===== src/rtl/serial_operand_tx.sv =====
// serial_operand_tx: parallel-to-serial operand transmitter for the 4-bit
// serial adder. Each accepted word clears the adder carry for one cycle,
// shifts N bits LSB-first with shift_ctrl high, then pulses done.
// Optional feature macro: SERIAL_TX_WORDCNT_EN adds an 8-bit completed-word
// counter on port word_cnt.
module serial_operand_tx #(
  parameter int N     = 4,
  parameter int CNT_W = 3
) (
  input  logic         clock,
  input  logic         clear,
  input  logic         load_valid,
  output logic         load_ready,
  input  logic [N-1:0] load_data,
  output logic         so,
  output logic         shift_ctrl,
  output logic         carry_clr_n,
  output logic         done
`ifdef SERIAL_TX_WORDCNT_EN
  ,
  output logic [7:0]   word_cnt
`endif
);

  typedef enum logic [1:0] {
    IDLE  = 2'd0,
    CLR   = 2'd1,
    SHIFT = 2'd2,
    DONE  = 2'd3
  } state_t;

  localparam logic [CNT_W-1:0] LAST = CNT_W'(N - 1);

  state_t           state, state_nxt;
  logic [N-1:0]     sreg, sreg_nxt;
  logic [CNT_W-1:0] cnt, cnt_nxt;
  logic             so_nxt, shift_nxt, clrn_nxt, done_nxt, ready_nxt;

  // State, datapath and registered outputs; clear aborts any word in flight.
  always_ff @(posedge clock) begin
    if (clear) begin
      state       <= IDLE;
      sreg        <= '0;
      cnt         <= '0;
      so          <= 1'b0;
      shift_ctrl  <= 1'b0;
      carry_clr_n <= 1'b1;
      done        <= 1'b0;
      load_ready  <= 1'b1;
    end else begin
      state       <= state_nxt;
      sreg        <= sreg_nxt;
      cnt         <= cnt_nxt;
      so          <= so_nxt;
      shift_ctrl  <= shift_nxt;
      carry_clr_n <= clrn_nxt;
      done        <= done_nxt;
      load_ready  <= ready_nxt;
    end
  end

  // Next state and datapath; outputs are decoded from the next state so the
  // registered outputs line up with the state they belong to. In SHIFT the
  // invariant so == sreg[0] holds, so the next bit is sreg_nxt[0].
  always_comb begin
    state_nxt = state;
    sreg_nxt  = sreg;
    cnt_nxt   = cnt;
    unique case (state)
      IDLE: begin
        if (load_valid && load_ready) begin
          sreg_nxt  = load_data;
          cnt_nxt   = '0;
          state_nxt = CLR;
        end
      end
      CLR: begin
        state_nxt = SHIFT;
      end
      SHIFT: begin
        sreg_nxt = sreg >> 1;
        cnt_nxt  = cnt + CNT_W'(1);
        if (cnt == LAST) begin
          state_nxt = DONE;
        end
      end
      DONE: begin
        state_nxt = IDLE;
      end
      default: begin
        state_nxt = IDLE;
      end
    endcase

    so_nxt    = (state_nxt == SHIFT) && sreg_nxt[0];
    shift_nxt = (state_nxt == SHIFT);
    clrn_nxt  = (state_nxt != CLR);
    done_nxt  = (state_nxt == DONE);
    ready_nxt = (state_nxt == IDLE);
  end

`ifdef SERIAL_TX_WORDCNT_EN
  // Count completed words; aborted words never reach DONE so are not counted.
  always_ff @(posedge clock) begin
    if (clear) begin
      word_cnt <= '0;
    end else if (state == DONE) begin
      word_cnt <= word_cnt + 8'd1;
    end
  end
`endif

endmodule

===== config.mk =====
export PLATFORM = sky130hd
export DESIGN_NAME = serial_operand_tx
export DESIGN_NICKNAME = d
export VERILOG_FILES = /design/src/rtl/serial_operand_tx.sv
export SDC_FILE = /design/constraint.sdc
export NUM_CORES = 1
export LEC_CHECK = 0
export BUFFER_PORTS_ARGS = -buffer_cell sky130_fd_sc_hd__buf_4
export CAP_MARGIN = 5
export CORE_UTILIZATION = 45
export CTS_CLUSTER_DIAMETER = 120
export DETAILED_ROUTE_END_ITERATION = 12
export PLACE_DENSITY = 0.67
export SYNTH_ARGS = -nofsm -noshare
export SYNTH_HDL_FRONTEND = slang
export SYNTH_SLANG_ARGS = --single-unit
export TNS_END_PERCENT = 100

===== constraint.sdc =====
create_clock -name clock -period 4.7 [get_ports clock]
set_clock_uncertainty 0.2 [all_clocks]
set_input_delay 0.235 -clock clock [delete_from_list [all_inputs] [get_ports clock]]
set_output_delay 0.235 -clock clock [all_outputs]
set_load 0.01 [all_outputs]

# Word level (Yosys, flattened, before mapping)
# Index checks and enable logic that the tools add are counted.
# Widths: inputs -> output; s select.
[word_totals] ff_bits=14 word_cells=31
[classes] n_mux=7 eq_ne=8 n_addsub=1 reduce_logical=6
[ops] cell="$eq 2x2->1 const B" n=4
[ops] cell="$pmux 2 s4" n=1
[ops] cell="$pmux 4 s2" n=1
[ops] cell="$pmux 3 s2" n=1
[ops] cell="$logic_not 2->1" n=2
[ops] cell="$mux 2" n=2
[ops] cell="$mux 4" n=1
[ops] cell="$add 3x1->3 const B" n=1
[ops] cell="$eq 3x2->1 const B" n=1
[ops] cell="$mux 3" n=1
[ops] cell="$eq 2x1->1 const B" n=1
[ops] cell="$logic_and 1x1->1" n=2
[ops] cell="$ne 2x1->1 const B" n=1
[ops] cell="$ne 2x2->1 const B" n=1
[ops] cell="$reduce_and 2->1" n=1
[ops] cell="$reduce_bool 2->1" n=1

# Longest topological paths before layout
[logic_depth] depth_word=5 ltp_mapped=6

# Worst setup path after synthesis
# Ideal clock, no wire load.
[synth_timing] path_type="register to register" startpoint="register state[0]" endpoint="register carry_clr_n" setup_slack_ps=3087 setup_ps=127 n_path_buf=0 synth_period_minus_slack_ps=1613 required_time_ps=4373 t_arrival_ps=1286 stages_incl_launch_ff=6 path_cell_list="dfxtp_1 inv_1 ha_1 a21bo_4 o211ai_1 or3_1"
[synth_via] elab_chain_len=3 word_cells_on_any_way=8 classes_between="eq/ne (4); mux (3); reduce/logical (1)"
[synth_lines] element="start, declared" line_no="34" source="state_t state, state_nxt;"
[synth_lines] element="start signal, assigned" line_no="51" source="state <= state_nxt;"
[synth_lines] element="$eq 2x2->1 (tied with other cells)" line_no="69" source="unique case (state)"
[synth_lines] element="$pmux 2 s4 (*)" line_no="69"
[synth_lines] element="$ne 2x1->1 (*)" line_no="97" source="clrn_nxt = (state_nxt != CLR);"
[synth_lines] element="end signal, assigned" line_no="56" source="carry_clr_n <= clrn_nxt;"
[synth_lines] element="end, declared" line_no="17" source="output logic carry_clr_n,"
# Every way passes the cells marked *; elsewhere a longest branch is shown, timed or not.
# A chain may end at the register's enable or synchronous reset.

# Worst setup path after layout
[layout_timing] startpoint="register state[0]" endpoint="register sreg[3]"
[layout_via] elab_chain_len=3 word_cells_on_any_way=6 classes_between="eq/ne (2); mux (1); reduce/logical (3)"
[layout_lines] element="$eq 2x2->1 or $logic_not 2->1 (tied branches)" line_no="69"
[layout_lines] element="$reduce_bool 2->1 (no line) or $ne 2x2->1 (tied branches)"
[layout_lines] element="$reduce_and 2->1 (no line)"
[layout_lines] element="end signal, assigned" line_no="52" source="sreg <= sreg_nxt;"
[layout_lines] element="end, declared" line_no="35" source="logic [N-1:0] sreg, sreg_nxt;"
# Several ways; a longest one is shown, not always the timed one.

==> impl_metrics.tcl <==
set metrics [dict create \
    status "finished clean" \
    vias_per_cell 5.380 \
    final_common_cell "dfxtp_1" \
    power_mw 0.5233 \
    worstSetupEndpointType "register" \
    synth_top_area_share 0.4647 \
    layout-drive-gt1-share 0.2436 \
    p_leak_nw 0.3140 \
    antenna_found_initial 0 \
    rr_worst_depth 6 \
    worstReg2RegEnd "sreg[3]" \
    drc 0 \
    drv_slew 0 \
    worstMarginPinSlew_ps 403.7 \
    cts_tree "yes" \
    rows 12 \
    port_buffers 11 \
    cts_made_buffers 3 \
    grt_pass1_vias 430 \
    post-route-min-period_ps 2202 \
    boundaryPins 12 \
    clkLatencyLatePin_ps 290 \
    postRouteWirelength_mm 1.190 \
    core_area_sq_mm 0.001171 \
    grt_remaining_overflow 0 \
    cp_max_fo 8 \
    drt_iter0_drc 6 \
    crit_chain "inv_1, ha_1, a21boi_1, o21ai_0, a21oi_1, dlygate4sd3_1" \
    ctsResizeCount 0 \
    dieArea_sq_mm 0.001491 \
    synthTopCellsByArea "dfxtp_1 (46%), ha_1 (8.3%), a21oi_1 (7.5%)" \
    highest_layer "met4" \
    synth-edff-count 0 \
    power_density_mw_per_mm2 699.4 \
    routed-wl-met2_um 495 \
    synth-async-reset-ratio 0 \
    rsz0062_at_grt "no" \
    wl_met3_um 61 \
    grt_pass1_wl_mm 1.911 \
    netlist_instances 63 \
    place.gp.congestion 0.7382 \
    setup_viol 0 \
    initial_core_util 0.5150 \
    ys_warn_count 0 \
    clockBufferDepth 2 \
    yosys.area.top_type "dfxtp_1" \
    required_ps 4740 \
    cts.clk_slew.worst_paths_ps 80 \
    hold_class "in2reg" \
    fillers 106 \
    critical_path.slowest_cell "dlygate4sd3_1" \
    whs_endpoint "sreg[0]" \
    max_freq_ghz 0.4542 \
    final_cell_mix "dfxtp_1 (14), buf_4 (11), a21oi_1 (9), o21ai_0 (6)" \
    holdPathStages 3 \
    vdd_drop_max_mv 0.4602 \
    yosysSeqAreaShare 0.4647 \
    nNetsFinal 90 \
    post-route-period-util 0.4685 \
    max_stage_delay_ps 550 \
    die_w_um 38.61 \
    post_synth.cell_area_avg_sq_um 9.573 \
    ys_ff_latch 14 \
    cts.sinks 14 \
    finalSetupTns_ps 0 \
    wl_met1_um 595 \
    ys_types 24 \
    drt_pass1_iterations 4 \
    startpoint "state[0]" \
    synthFlopType "dfxtp_1" \
    reg2reg_slack_ps 2500 \
    htree_levels 1 \
    hp-start "load_data[0]" \
    post_drt_wl_per_cell_um 12.93 \
    synth_area_sq_um 603.1 \
    num_vias 495 \
    dp_hpwl_um 827 \
    area_growth_pct 24.07 \
    drv_cap 0 \
    finalHoldViolations 0 \
    grt_max_degree 12 \
    die_h_um 38.61 \
    maxSlewHeadroom 0.7299 \
    r2r-start "state[0]" \
    root_buffer "clkbuf_4" \
    cp-start-kind "register" \
    ant_nets 0 \
    crit_type "reg2reg" \
    cp.arrival_ps 2240 \
    syn-num-nets 74 \
    track_usage 0.2077 \
    antennaDiodeCount 0 \
]
-- cell families after synthesis --
logic type / share of synthesized area
compound gates: 0.2842
fa+ha+maj: 0.08299
buf+inv: 0.04356
flops: 0.4647
simple gates: 0.1245
-- worst max path at each step --
stage / to / slack, ps / depth (start not counted)
finish: sreg[3] / 2500 / 6
global route: sreg[3] / 2390 / 6
CTS: sreg[3] / 2510 / 6
detailed placement: carry_clr_n / 2970 / 5
global placement: carry_clr_n / 2970 / 5
floorplan: carry_clr_n / 3090 / 5
-- critical path: cells and delay by family, from the launching register on --
kind	cells	cell delay, ps
compound gates	3	690
buf+inv	2	640
flops	1	340
fa+ha+maj	1	290
-- final cells by class --
type / count / area [sq um] / share of cell area
multi-input combinational: 43 / 296.5 / 0.3963
sequential: 14 / 280.3 / 0.3746
timing repair buffer: 13 / 102.6 / 0.1371
clock buffer: 4 / 36.28 / 0.04849
tap: 14 / 17.52 / 0.02341
inverter: 4 / 15.01 / 0.02007
-- stage by stage --
step           utilization  hold slack, ps  area [sq um]  instances  worst slack [ps]
6_report            0.6389           103.4         748.2         92              2498
5_1_grt             0.6389           116.5         748.2         92              2389
4_1_cts             0.6389           97.92         748.2         92              2512
3_5_place_dp        0.5908           273.5         691.9         86              2967
3_3_place_gp        0.5908           270.3         691.9         86              2968
2_1_floorplan            -           175.5         603.1         63              3087
-- metal layers --
layer	vias up	track usage
met3	5	0.1040
li1	259	-
met5	-	0
met1	220	0.2437
met2	11	0.2833
met4	0	0.1552
-- flip-flops by register name, indices dropped and copies added, names as in the netlist --
| register | cells |
|---|---|
| carry_clr_n | 1 |
| sreg | 4 |
| load_ready | 1 |
| state | 2 |
| done | 1 |
| so | 1 |
| cnt | 3 |
| shift_ctrl | 1 |
-- what timing repair did --
item                                   CTS  global route
endpoints found under the hold margin    8             0
setup buffers                            0             0
hold buffers                             2             0
-- power by group --
group | switching, mW | total [mW] | internal [mW]
combinational | 0.141 | 0.257 | 0.116
sequential | 0.0218 | 0.180 | 0.158
clock | 0.0389 | 0.0861 | 0.0473
total | 0.202 | 0.523 | 0.321
-- synth_stat cells (2+ instances only) --
cell type and n:
nor2_1 4, a211oi_1 2, inv_1 4, o21ai_0 6, dfxtp_1 14, nand3b_1 2, a21oi_1 9, ha_1 4
nand2_1 2, or3_1 2
Power figures use the tool's default switching activity.
